`src/rtl/conv_norm_out.sv`:
```
// Output stage of the Gaussian convolution core: normalise, round, saturate and
// border-mask raw sums, then emit framed pixels through an elastic AXI4-Stream FIFO.
module conv_norm_out #(
    parameter int unsigned IMAGE_COLUMN     = 512,
    parameter int unsigned IMAGE_ROW        = 512,
    parameter int unsigned IMAGE_DATA_WIDTH = 8,
    parameter int unsigned CONV_KERNEL_SIZE = 11,
    parameter int unsigned NORM_SHIFT       = 16,
    parameter int unsigned BORDER_VALUE     = 0,
    parameter int unsigned FIFO_DEPTH       = 16,
    parameter int unsigned PIPE_SLACK       = 8
) (
    input  logic                        axi_clk,
    input  logic                        axi_rstn,
    input  logic                        conv_valid,
    input  logic [23:0]                 conv_result,
    output logic                        s_ready,
    output logic [IMAGE_DATA_WIDTH-1:0] m_axis_tdata,
    output logic                        m_axis_tvalid,
    input  logic                        m_axis_tready,
    output logic                        m_axis_tlast,
    output logic                        m_axis_tuser,
    input  logic                        ovf_clr,
    output logic                        overflow,
    output logic                        frame_done
);

    localparam int unsigned COL_W   = (IMAGE_COLUMN > 1) ? $clog2(IMAGE_COLUMN) : 1;
    localparam int unsigned ROW_W   = (IMAGE_ROW > 1) ? $clog2(IMAGE_ROW) : 1;
    localparam int unsigned HALF    = (CONV_KERNEL_SIZE - 1) / 2;
    localparam int unsigned RND_W   = 25;
    localparam int unsigned PIX_MAX = (1 << IMAGE_DATA_WIDTH) - 1;
    localparam int unsigned WORD_W  = IMAGE_DATA_WIDTH + 2;
    localparam int unsigned PTR_W   = $clog2(FIFO_DEPTH);
    localparam int unsigned CNT_W   = PTR_W + 1;

    logic [COL_W-1:0]            r_col;
    logic [ROW_W-1:0]            r_row;
    logic                        w_col_last;
    logic                        w_row_last;
    logic [RND_W-1:0]            w_rnd;
    logic [RND_W-1:0]            w_q;
    logic [IMAGE_DATA_WIDTH-1:0] w_pix_sat;
    logic [IMAGE_DATA_WIDTH-1:0] w_pix;
    logic                        w_border;

    logic                        r_s1_valid;
    logic                        r_s1_eof;
    logic [WORD_W-1:0]           r_s1_word;

    logic [WORD_W-1:0]           r_mem [FIFO_DEPTH];
    logic [CNT_W-1:0]            r_wr_ptr;
    logic [CNT_W-1:0]            r_rd_ptr;
    logic [CNT_W-1:0]            w_rd_ptr_nxt;
    logic [CNT_W-1:0]            w_count;
    logic [CNT_W-1:0]            w_count_nxt;
    logic                        w_full;
    logic                        w_rd;
    logic                        w_wr;
    logic                        w_drop;
    logic [WORD_W-1:0]           w_head_nxt;

    logic                        r_tvalid;
    logic [WORD_W-1:0]           r_head;
    logic                        r_s_ready;
    logic                        r_overflow;
    logic                        r_frame_done;

    assign w_col_last = (r_col == COL_W'(IMAGE_COLUMN - 1));
    assign w_row_last = (r_row == ROW_W'(IMAGE_ROW - 1));

    // Round-half-up, shift down by the kernel gain, clamp to pixel range
    assign w_rnd     = RND_W'(conv_result) + (RND_W'(1) << (NORM_SHIFT - 1));
    assign w_q       = w_rnd >> NORM_SHIFT;
    assign w_pix_sat = (w_q > RND_W'(PIX_MAX)) ? '1 : w_q[IMAGE_DATA_WIDTH-1:0];
    assign w_border  = (r_row < ROW_W'(HALF)) || (r_row > ROW_W'(IMAGE_ROW - 1 - HALF)) ||
                       (r_col < COL_W'(HALF)) || (r_col > COL_W'(IMAGE_COLUMN - 1 - HALF));
    assign w_pix     = w_border ? IMAGE_DATA_WIDTH'(BORDER_VALUE) : w_pix_sat;

    always_ff @(posedge axi_clk or negedge axi_rstn) begin
        if (!axi_rstn) begin
            r_col      <= '0;
            r_row      <= '0;
            r_s1_valid <= 1'b0;
            r_s1_eof   <= 1'b0;
            r_s1_word  <= '0;
        end else begin
            r_s1_valid <= conv_valid;
            if (conv_valid) begin
                r_s1_word <= {(r_row == '0) && (r_col == '0), w_col_last, w_pix};
                r_s1_eof  <= w_col_last && w_row_last;
                r_col     <= w_col_last ? '0 : r_col + COL_W'(1);
                if (w_col_last) begin
                    r_row <= w_row_last ? '0 : r_row + ROW_W'(1);
                end
            end
        end
    end

    // A full FIFO still accepts a word when the head is popped in the same cycle
    assign w_count      = r_wr_ptr - r_rd_ptr;
    assign w_full       = (w_count == CNT_W'(FIFO_DEPTH));
    assign w_rd         = r_tvalid && m_axis_tready;
    assign w_wr         = r_s1_valid && (!w_full || w_rd);
    assign w_drop       = r_s1_valid && w_full && !w_rd;
    assign w_count_nxt  = w_count + CNT_W'(w_wr) - CNT_W'(w_rd);
    assign w_rd_ptr_nxt = r_rd_ptr + CNT_W'(w_rd);

    // Registered head: forward the incoming word when it lands in the next head slot
    always_comb begin
        w_head_nxt = r_mem[w_rd_ptr_nxt[PTR_W-1:0]];
        if (w_wr && (r_wr_ptr[PTR_W-1:0] == w_rd_ptr_nxt[PTR_W-1:0])) begin
            w_head_nxt = r_s1_word;
        end
    end

    always_ff @(posedge axi_clk or negedge axi_rstn) begin
        if (!axi_rstn) begin
            for (int i = 0; i < int'(FIFO_DEPTH); i++) begin
                r_mem[i] <= '0;
            end
            r_wr_ptr     <= '0;
            r_rd_ptr     <= '0;
            r_tvalid     <= 1'b0;
            r_head       <= '0;
            r_s_ready    <= 1'b1;
            r_overflow   <= 1'b0;
            r_frame_done <= 1'b0;
        end else begin
            if (w_wr) begin
                r_mem[r_wr_ptr[PTR_W-1:0]] <= r_s1_word;
                r_wr_ptr                   <= r_wr_ptr + CNT_W'(1);
            end
            r_rd_ptr     <= w_rd_ptr_nxt;
            r_tvalid     <= (w_count_nxt != '0);
            r_head       <= w_head_nxt;
            r_s_ready    <= (CNT_W'(FIFO_DEPTH) - w_count_nxt) >= CNT_W'(PIPE_SLACK);
            r_frame_done <= r_s1_valid && r_s1_eof;
            if (w_drop) begin
                r_overflow <= 1'b1;
            end else if (ovf_clr) begin
                r_overflow <= 1'b0;
            end
        end
    end

    assign s_ready       = r_s_ready;
    assign m_axis_tvalid = r_tvalid;
    assign m_axis_tuser  = r_head[WORD_W-1];
    assign m_axis_tlast  = r_head[WORD_W-2];
    assign m_axis_tdata  = r_head[IMAGE_DATA_WIDTH-1:0];
    assign overflow      = r_overflow;
    assign frame_done    = r_frame_done;

endmodule

```
`config.mk`:
```
export PLATFORM = sky130hd
export DESIGN_NAME = conv_norm_out
export DESIGN_NICKNAME = d
export VERILOG_FILES = /design/src/rtl/conv_norm_out.sv
export SDC_FILE = /design/constraint.sdc
export NUM_CORES = 1
export LEC_CHECK = 0
export CAP_MARGIN = 10
export CORE_UTILIZATION = 60
export DETAILED_ROUTE_END_ITERATION = 7
export PLACE_DENSITY = 0.79
export SYNTH_ARGS = -nofsm -noshare
export SYNTH_HDL_FRONTEND = slang
export SYNTH_SLANG_ARGS = --single-unit
```
`constraint.sdc`:
```
create_clock -name axi_clk -period 6 [get_ports axi_clk]
set_input_delay 0.9 -clock axi_clk [delete_from_list [all_inputs] [get_ports axi_clk]]
set_output_delay 0.9 -clock axi_clk [all_outputs]
set_load 0.03 [all_outputs]
```
* Yosys cells after proc, flatten, opt, wreduce, memory -nomap -nowiden
Cells that the tools add are included.
** Storage, ports and cells
- Register bits after elaboration :: 214
- Latch bits :: 0
- Bits in writable memories :: 0
- Memory bits (read-only) :: 0
- Input port bits :: 29
- Logic and storage cells :: 85
- Memories kept :: 0
** Cells by class
- $add $sub $neg :: 9
- Multiply operators :: 0
- Div/mod/pow operators :: 0
- Magnitude comparators :: 9
- Equality and inequality tests :: 4
- Shift operators :: 0
- Mux-type cells :: 13
- Bitwise logic cells :: 2
- Reduce and logical (&&, ||, !) cells :: 20
** Operator list (number)
- bitwise mux 160 bit :: 1
- binary-select mux 10 bit (select 4 bit) :: 1
- demux 10 bit (select 4 bit) :: 1
- two-way mux 10 bit :: 4
- adder 24 x 16 -> 25 bit, second input constant :: 1
- adder 9 x 1 -> 9 bit, second input constant :: 2
- equality test 9 bit, second input constant :: 2
- > comparator 9 bit, second input constant :: 2
- logical NOT 9 bit :: 2
- < comparator 9 x 3 -> 1 bit, second input constant :: 2
- two-way mux 9 bit :: 2
- two-way mux 8 bit :: 2
- adder 5 x 1 -> 5 bit :: 2
- greater-or-equal comparator 5 bit, second input constant :: 2
- inverter 4 -> 5 bit :: 2
- > comparator 9 x 8 -> 1 bit, second input constant :: 1
- logical AND 1 bit :: 9
- adder 5 x 1 -> 5 bit, second input constant :: 1
- equality test 5 bit, second input constant :: 1
- greater-or-equal comparator 5 x 4 -> 1 bit, second input constant :: 1
- < comparator 5 x 1 -> 1 bit, second input constant :: 1
- nonzero test 5 bit :: 1
- subtractor 5 x 1 -> 5 bit :: 1
- subtractor 5 bit :: 1
- 7 further kinds :: 12

* Longest topological paths before layout
Gate-level depths: netlist of run 1.
- Depth after elaboration :: 9
- Depth in mapped cells :: 24
- Mapped depth without buffers :: 23

* Least setup slack after synthesis of run 1
Ideal clock, no wire load.
- Path type :: register to register
- Start point :: reg r_wr_ptr[0]
- End point :: reg r_s_ready, in the netlist s_ready
- Library setup time :: 0.064 ns
- Arrival time :: 4.160 ns
- Required time :: 5.936 ns
- Path slack :: 1.776 ns
- Cell stages (with the launch flop) :: 22
- Buffers on the path :: 1
- Cell sequence :: dfrtp_1 > inv_1 > ha_1 > inv_1 > fa_1 > xnor2_1 > ha_1 > nand2_1 > nor3_2 > buf_2 > a21boi_1 > inv_1 > ha_1 > inv_1 > ha_1 > inv_1 > fa_1 > xnor2_1 > nor3b_1 > nor2b_1 > ha_1 > nand3b_1
** Between the ends
- Longest elaborated chain between the ends :: 9
** Ends and longest elaborated chain
- start, declared :: line 52 : logic [CNT_W-1:0] r_wr_ptr;
- start signal, assigned :: line 132 : r_wr_ptr <= r_wr_ptr + CNT_W'(1);
- subtractor 5 bit (*) :: line 101 : assign w_count = r_wr_ptr - r_rd_ptr;
- equality test 5 bit :: line 102 : assign w_full = (w_count == CNT_W'(FIFO_DEPTH));
- logical NOT 1 bit :: line 104 : assign w_wr = r_s1_valid && (!w_full || w_rd);
- logical OR 1 bit :: line 104
- logical AND 1 bit :: line 104
- adder 5 x 1 -> 5 bit (*) :: line 106 : assign w_count_nxt = w_count + CNT_W'(w_wr) - CNT_W'(w_rd);
- subtractor 5 x 1 -> 5 bit (*) :: line 106
- subtractor 5 bit (*) :: line 137 : r_s_ready <= (CNT_W'(FIFO_DEPTH) - w_count_nxt) >= CNT_W'(PIPE_SLACK);
- greater-or-equal comparator 5 x 4 -> 1 bit (*) :: line 137
- end signal, assigned :: line 137
- end, declared :: line 65 : logic r_s_ready;
Mark *: on every way between the ends. The rest lies on a longest branch, timed or not.
A chain may end at the register's enable or synchronous reset.

* Final worst setup path of run 1
Same ends and word-level chain as after synthesis.

==> results of run 1 <==
-- power by group through the flow --
stage	Clock [uW]	Sequential, uW	Combinational [uW]
after floorplan	0	1620	1570
after global placement	0	1650	1930
after detailed placement	0	1660	1970
after CTS	1500	1640	1990
after global routing	1550	1650	2150
final	1480	1640	1980
-- through the flow --
stage / utilization, % / power (uW)
after floorplan: - / 3195
after global placement: 65.23 / 3578
after detailed placement: 65.23 / 3629
after CTS: 69.99 / 5127
after global routing: 69.99 / 5354
final: 69.99 / 5096
-- cell type report --
class                           instances  area [um2]  share of cell area, %
Multi-Input combinational cell        472        4900                  41.62
Clock inverter                         13       152.6                  1.297
Tap cell                              220       275.3                  2.338
Clock buffer                           29       648.1                  5.506
Sequential cell                       214        5356                  45.50
Timing Repair Buffer                   37       349.1                  2.966
Inverter                               24       90.09                 0.7653
-- synth_stat cells (2+ instances only) --
library cell	count
sky130_fd_sc_hd__a21oi_1	9
sky130_fd_sc_hd__o21ai_0	18
sky130_fd_sc_hd__nand3b_1	3
sky130_fd_sc_hd__a31oi_1	3
sky130_fd_sc_hd__nor2_1	16
sky130_fd_sc_hd__mux4_2	40
sky130_fd_sc_hd__clkbuf_1	24
sky130_fd_sc_hd__nand2_1	19
sky130_fd_sc_hd__a21oi_2	9
sky130_fd_sc_hd__inv_1	24
sky130_fd_sc_hd__xnor2_1	13
sky130_fd_sc_hd__or3_1	4
sky130_fd_sc_hd__buf_4	2
sky130_fd_sc_hd__o31ai_1	2
sky130_fd_sc_hd__nand4_1	10
sky130_fd_sc_hd__nor4_1	2
sky130_fd_sc_hd__ha_1	26
sky130_fd_sc_hd__dfrtp_1	213
sky130_fd_sc_hd__nor2b_1	6
sky130_fd_sc_hd__fa_1	2
sky130_fd_sc_hd__and3_1	4
sky130_fd_sc_hd__nand2b_1	3
sky130_fd_sc_hd__buf_2	11
sky130_fd_sc_hd__and2_1	3
sky130_fd_sc_hd__mux2i_1	33
sky130_fd_sc_hd__a21o_1	4
sky130_fd_sc_hd__nor3_1	2
sky130_fd_sc_hd__a21oi_4	6
sky130_fd_sc_hd__nand3_1	25
sky130_fd_sc_hd__and4_1	2
sky130_fd_sc_hd__mux2_2	173
sky130_fd_sc_hd__xor2_1	14
sky130_fd_sc_hd__o2bb2ai_1	9
-- per-layer routing --
metal,GRT usage (%),part of all wire [%]
met3,2.948,3.8
met4,6.429,2.3
met2,43.90,50
met1,35.41,44
met5,0,0
-- registers in the layout (all words and copies together), names as in the netlist --
signal         cells
frame_done         1
r_row              9
r_s1_valid         1
m_axis_tvalid      1
s_ready            1
r_wr_ptr           5
r_col              9
r_rd_ptr           5
r_head            10
r_s1_word         10
overflow           1
r_mem            160
r_s1_eof           1
-- kinds of logic (layout without fill, tap and decap cells) --
family	after synthesis	count (layout)	synth area share [%]
AOI/OAI and AO/OA	69	69	5.192
xor gates and xnor gates	28	28	2.471
adders and majority gates	28	28	3.485
buffers and inverters	62	103	2.423
DFF	214	214	51.10
muxes	246	246	30.33
and+or+nand+nor	101	101	5.001
-- worst reg2reg max path: cells and delay by family, from the launching register on --
kind / cells / cell delay, ps
flops: 1 / 440
buf+inv: 6 / 850
simple gates: 5 / 790
fa+ha+maj: 7 / 1840
xor+xnor: 2 / 440
compound gates: 1 / 200
-- worst paths after layout --
path                            slack (ps)                 endpoint  cells after the start               startpoint
worst max-delay path                  1390        s_ready$_DFF_PN1_                     21  r_wr_ptr[0]$_DFFE_PN0P_
worst max register to register        1390        s_ready$_DFF_PN1_                     21  r_wr_ptr[0]$_DFFE_PN0P_
min in group axi_clk                   490  r_wr_ptr[4]$_DFFE_PN0P_                      1  r_wr_ptr[4]$_DFFE_PN0P_
max in group asynchronous             4190   r_mem[100]$_DFFE_PN0P_                      2                 axi_rstn
worst min register to register         490  r_wr_ptr[4]$_DFFE_PN0P_                      1  r_wr_ptr[4]$_DFFE_PN0P_
worst min-delay path                   430  m_axis_tvalid$_DFF_PN0_                      1                 axi_rstn
==> results.rst, run 1 <==
.. list-table::
   :header-rows: 1

   * - Metric
     - Value
   * - Commonest non-fill, non-tap cell in the layout
     - sky130_fd_sc_hd__dfrtp_1
   * - Remaining antenna violation count
     - 0
   * - Total standard cell area after synthesis
     - approximately 10000 um2
   * - Crit path buf inv count
     - 6
   * - Max Clk Rate
     - around 0.22 GHz
   * - H-tree depth
     - 1
   * - Pre-CTS setup slack
     - between 1000 and 1500 ps
   * - Ratio of cells with drive above 1 in the final layout
     - a little over a third
   * - Class of the tightest hold or removal check
     - in -> async
   * - Setup violators final
     - 0
   * - Aggregate negative setup slack
     - 0 ps
   * - Fill cell count
     - around 1100
   * - Global-route wire length before repair
     - about 36000 um
   * - Number of placement rows
     - 47
   * - Antenna Cells
     - 0
   * - Critical path peak fanout
     - 21
   * - Post-detail-place hpwl
     - approximately 14000 um
   * - Status
     - finished clean
   * - Distinct cell type count of the synthesized netlist
     - 47
   * - Resized Gates After CTS
     - 0
   * - Slew of the pin with the lowest slew margin
     - between 1000 and 1500 ps
   * - Synth Flop Type
     - sky130_fd_sc_hd__dfrtp_1
   * - Required time of the critical path
     - approximately 6400 ps
   * - Antenna violations before repair
     - 0
   * - Final worst setup slack
     - 1387 ps
   * - Remaining global-route overflow
     - 0
   * - Final design area excluding fillers
     - around 12000 um2
   * - IO Pins
     - 43
   * - Mean instance size in the synthesized netlist
     - 14.01 um2
   * - Setup Fix Bufs, Post-CTS
     - 0
   * - Routability congestion estimate
     - ~0.78
   * - Number of warning messages in the yosys log
     - 0
   * - Clock network fraction of design power
     - between 20% and 30%
   * - Leakage power total
     - about 0.0056 uW
   * - Count of input and output buffers
     - 27
   * - Final count of hold timing violations
     - 0
   * - WL/cell
     - roughly 21 um
   * - Category of the worst setup path launch point
     - flop
   * - Dpl cells
     - about 970
   * - Via count of the routed design
     - 6258
   * - TritonCTS clock tree
     - yes
   * - Maximum clock path buffer count
     - 3
   * - Synthesized Nets
     - between 800 and 900
   * - Setup crit end kind
     - flop
   * - Remaining DRCs
     - 0
   * - Worst path max stage delay
     - between 400 and 500 ps
   * - Routed Wire Length
     - 21560 um
   * - Clock slew at reported path FFs
     - ~60 ps
   * - Top post-synthesis cells by area
     - sky130_fd_sc_hd__dfrtp_1 51%, sky130_fd_sc_hd__mux2_2 19%, sky130_fd_sc_hd__mux4_2 8.6%, sky130_fd_sc_hd__mux2i_1 3.2%, sky130_fd_sc_hd__ha_1 3.1%
   * - Number of hold buffers added after CTS
     - 0
   * - Internal Dissipation
     - approximately 3300 uW
   * - Clock buffer count from CTS
     - 23
   * - Placed inst area
     - 10970 um2
   * - Slew margin rel.
     - around a quarter
   * - Largest delay contributor family on the critical path
     - adder cells
   * - Post-synthesis register bit count
     - 214
   * - Class of the most critical setup path
     - reg -> reg
   * - Number of non-filler instances in the completed layout
     - 1009
   * - Area share of the largest cell type after synthesis
     - roughly 50%
   * - Top cell type by total area after synthesis
     - sky130_fd_sc_hd__dfrtp_1
   * - Die outline height
     - between 100 and 150 um
   * - Switching pwr
     - about 1800 uW
   * - Proportion of power drawn by flip-flops and latches
     - around 32%
   * - Worst hold slack
     - 433.6 ps
   * - Cells after synthesis
     - 748
   * - Portion of the post-synthesis area used by sequential elements
     - 51.10%
   * - RSZ-0062 raised after global routing
     - no
   * - Post-synthesis to final-layout area growth
     - 12.29%
   * - Latest clock arrival within the worst-skew pair
     - between 500 and 600 ps
   * - Core box area
     - ~17000 um2
   * - Maximum number of pins on one net before global-route repair
     - between 90 and 100
   * - Die outline area
     - approximately 18000 um2
   * - Root buffer selected by CTS
     - sky130_fd_sc_hd__clkbuf_16
   * - Average vias per placed instance
     - ~6.2
   * - Number of global-route vias before repair
     - around 6700
   * - EDFF count, synth
     - 0
   * - Floorplan die width
     - about 130 um
   * - Number of nets at the end of the flow
     - ~830
   * - Maximum vdd ir drop
     - between 0.3 and 0.4 mV
   * - Top library cells by usage in the layout, fill and taps aside
     - 213 x sky130_fd_sc_hd__dfrtp_1, 173 x sky130_fd_sc_hd__mux2_2, 40 x sky130_fd_sc_hd__mux4_2, 33 x sky130_fd_sc_hd__mux2i_1, 26 x sky130_fd_sc_hd__clkdlybuf4s50_1
   * - Post-layout min period
     - ~4600 ps
   * - Max-slew violation count
     - 0
   * - TritonCTS Sinks
     - 214
   * - Power Density
     - between 400 and 500 nW/um2
   * - Data arrival time of the critical path
     - between 5000 and 6000 ps
   * - Pre-Repair DR Iteration Count
     - 4
   * - Worst-path cell chain
     - inv_1, ha_1, inv_1, fa_1, xnor2_1, ha_1, nand2_1, nor3_4, buf_4, a21boi_1, inv_1, ha_1, inv_1, ha_1, inv_1, fa_1, xnor2_1, nor3b_1, nor2b_1, ha_1, nand3b_1
   * - Comb power frac
     - approximately 39%
   * - Post-synthesis async set-or-reset flop share
     - 100.0%
   * - Starting Density
     - 62.33%
   * - Maximum capacitance violations
     - 0
   * - Slowest stage cell, crit path
     - sky130_fd_sc_hd__dfrtp_1
   * - Sw Ratio
     - 36.06%
   * - Worst clock skew
     - 24.30 ps
   * - Tcrit/Tclk final
     - about three quarters
   * - Drt first-iter violations
     - 420
   * - Total routing usage reported by global routing
     - roughly 26%
Note: power is estimated with default switching activity, not from simulation.
==> run 2, diff against run 1 <==
Settings changed: CORE_UTILIZATION 60 to 55, PLACE_DENSITY 0.79 to 0.76.
Clock period 6 ns to 3.7 ns, I/O delays scaled along.
==> run 2 against run 1 <==
  * Largest cell class unchanged
  * Final cell count rose by 3.2%
  * Critical path type unchanged
  * Maximum frequency rose by 26%
  * Global-route usage fell by 1.4 points
==> results.rst, run 2 (synthesis results as in run 1) <==
.. list-table::
   :header-rows: 1

   * - Metric
     - Value
   * - Status
     - finished clean
   * - Ratio of cells with drive above 1 in the final layout
     - approximately 40%
   * - Worst reg2reg endpoint
     - s_ready$_DFF_PN1_
   * - IO Pins
     - between 40 and 50
   * - RSZ-0062 raised after global routing
     - yes
   * - Latest clock arrival within the worst-skew pair
     - 500 ps
   * - Max Clk Rate
     - roughly 0.27 GHz
   * - Setup violators final
     - 0
   * - Reg2Reg Depth
     - 22
   * - Worst clock skew
     - approximately 13 ps
   * - Clock buffer count from CTS
     - 23
   * - Die outline area
     - 19620 um2
   * - Post-synthesis to final-layout area growth
     - 14.81%
   * - Final count of hold timing violations
     - 0
   * - Largest registers
     - r_mem: 160 flops, r_head: 10 flops, r_s1_word: 10 flops
   * - Leakage power total
     - 0.005678 uW
   * - TritonCTS clock tree
     - yes
   * - Routed Wire Length
     - 22510 um
   * - RR Startpoint
     - r_rd_ptr[1]$_DFF_PN0_
   * - Commonest non-fill, non-tap cell in the layout
     - sky130_fd_sc_hd__dfrtp_1
   * - Maximum clock path buffer count
     - 3
   * - Number of placement rows
     - 50
   * - Critical path peak fanout
     - 2
   * - Average vias per placed instance
     - roughly 6
   * - Antenna violations before repair
     - 0
   * - Via count of the routed design
     - approximately 6400
   * - Power Density
     - around 720 nW/um2
   * - Pre-Repair DR Iteration Count
     - 5
   * - Die outline height
     - 140.1 um
   * - Layout Utilization
     - around 64%
   * - Routability congestion estimate
     - roughly 0.76
   * - WL/cell
     - 21.63 um
   * - Pre-CTS setup slack
     - -114.4 ps
   * - Maximum vdd ir drop
     - about 0.65 mV
   * - Worst-path cell chain
     - inv_2, ha_4, a21o_1, a21oi_2, xor2_2, ha_2, nand2_2, nor3_4, a21boi_4, inv_2, ha_4, inv_4, ha_4, inv_2, fa_2, inv_2, a21oi_2, o21bai_1, xnor2_1, xnor2_1, ha_1, nand3b_1
   * - Root buffer selected by CTS
     - sky130_fd_sc_hd__clkbuf_16
   * - Register-to-Register Setup Slack
     - slightly above 40 ps
   * - Class of the tightest hold or removal check
     - in -> async
   * - Maximum number of pins on one net before global-route repair
     - 95
   * - Drt first-iter violations
     - about 290
   * - Remaining antenna violation count
     - 0
   * - Register with the most flip-flops
     - r_mem
   * - Floorplan die width
     - around 140 um
   * - Fill cell count
     - 1305
   * - Max-slew violation count
     - 0
   * - Required time of the critical path
     - roughly 4100 ps
   * - H-tree depth
     - 1
   * - Clock slew at reported path FFs
     - approximately 60 ps
   * - TritonCTS Sinks
     - around 210
   * - Slew of the pin with the lowest slew margin
     - between 800 and 900 ps
   * - Slew margin rel.
     - between 40% and 50%
   * - Cell with the most instances on the worst path
     - sky130_fd_sc_hd__inv_2
   * - Category of the worst setup path launch point
     - flop
   * - Total routing usage reported by global routing
     - between 20 and 25%
   * - Tcrit/Tclk final
     - around 99%
   * - Worst path max stage delay
     - 390 ps
   * - Slowest stage cell, crit path
     - sky130_fd_sc_hd__dfrtp_1
   * - Remaining global-route overflow
     - 0
   * - Antenna Cells
     - 0
   * - Data arrival time of the critical path
     - approximately 4100 ps
   * - Number of nets at the end of the flow
     - 852
   * - Class of the most critical setup path
     - reg -> reg
   * - Count of input and output buffers
     - 27
   * - Top library cells by usage in the layout, fill and taps aside
     - 212 x sky130_fd_sc_hd__dfrtp_1, 173 x sky130_fd_sc_hd__mux2_2, 40 x sky130_fd_sc_hd__mux4_2, 33 x sky130_fd_sc_hd__mux2i_1, 29 x sky130_fd_sc_hd__buf_4
   * - Starting Density
     - ~56%
   * - Post-layout min period
     - around 3700 ps
   * - Number of global-route vias before repair
     - roughly 6900
   * - Global-route wire length before repair
     - between 30000 and 40000 um
   * - Maximum capacitance violations
     - 0
   * - Setup crit end kind
     - flop
   * - Final worst setup slack
     - around 42 ps
   * - Remaining DRCs
     - 0
   * - Core box area
     - 18710 um2
   * - Post-detail-place hpwl
     - around 15000 um
   * - Flip-flop count of the largest register, all copies and words added
     - 160
run 2: cell types whose count changed in the layout (fill, tap and decap cells not counted), moves of 2 or more:
cell,change
sky130_fd_sc_hd__ha_4,+4
sky130_fd_sc_hd__inv_2,+6
sky130_fd_sc_hd__clkinv_2,-4
sky130_fd_sc_hd__ha_1,-5
sky130_fd_sc_hd__clkbuf_1,+5
sky130_fd_sc_hd__fa_2,+2
sky130_fd_sc_hd__fa_1,-2
sky130_fd_sc_hd__buf_4,+19
sky130_fd_sc_hd__clkinvlp_4,-2
sky130_fd_sc_hd__bufinv_16,-2
sky130_fd_sc_hd__buf_12,+4
sky130_fd_sc_hd__inv_1,-7
run 2: area by class of cell:
cell class / count / area [um2] / area share [%]
timing repair buffer: 60 / 571.8 / 4.751
clock inverter: 3 / 40.04 / 0.3327
multi-input combinational: 472 / 5014 / 41.66
sequential: 214 / 5358 / 44.52
inverter: 24 / 92.59 / 0.7693
clock buffer: 34 / 666.9 / 5.541
tap: 234 / 292.8 / 2.433
run 2: worst max-delay path, delay by kind of cell, from the launching register on:
kind,cells,cell delay (ps)
fa+ha+maj,6,1350
compound gates,5,660
xor+xnor,3,510
flops,1,390
simple gates,3,360
buf+inv,5,320
run 2: how the worst max path moves through the flow:
stage	startpoint	end	cells past startpoint
2_1_floorplan	r_wr_ptr[1]$_DFFE_PN0P_	s_ready$_DFF_PN1_	22
3_3_place_gp	r_rd_ptr[1]$_DFF_PN0_	s_ready$_DFF_PN1_	22
3_5_place_dp	r_rd_ptr[1]$_DFF_PN0_	s_ready$_DFF_PN1_	22
4_1_cts	r_wr_ptr[0]$_DFFE_PN0P_	s_ready$_DFF_PN1_	22
5_1_grt	r_rd_ptr[1]$_DFF_PN0_	s_ready$_DFF_PN1_	22
6_report	r_rd_ptr[1]$_DFF_PN0_	s_ready$_DFF_PN1_	22
run 2: stage by stage:
step           instances  total power, uW  TNS, ps  hold WS, ps  area (um2)
6_report            1041             8694        0        66.81       12040
5_1_grt             1041             9171   -216.3        96.21       12040
4_1_cts             1039             8675   -49.02        72.98       11990
3_5_place_dp         994             6258   -129.1        490.7       11170
3_3_place_gp         994             6095        0        479.4       11170
2_1_floorplan        748             5333   -199.7        259.4       10540
run 2: report_power, final:
group	leakage (uW)	internal (uW)	total [uW]	switching, uW
combinational	0.00240	1730	3920	2190
clock	0.000348	1300	2170	871
sequential	0.00293	2490	2600	108
total	0.00568	5520	8690	3170
run 2: routing by layer:
metal | vias up | GRT usage (%) | share of wire, %
met4 | 0 | 5.957 | 1.4
met3 | 26 | 3.863 | 3.9
met5 | - | 0 | 0
met1 | 3367 | 31.63 | 44
li1 | 2832 | - | -
met2 | 134 | 42.47 | 51
run 2: what timing repair did:
item | 4_1_cts | 5_1_grt
hold buffers | 0 | 0
gates resized for setup | 14 | 6
buffers inserted | 8 | 2
pin swaps | 18 | 12
endpoints found under the setup margin | 2 | 2
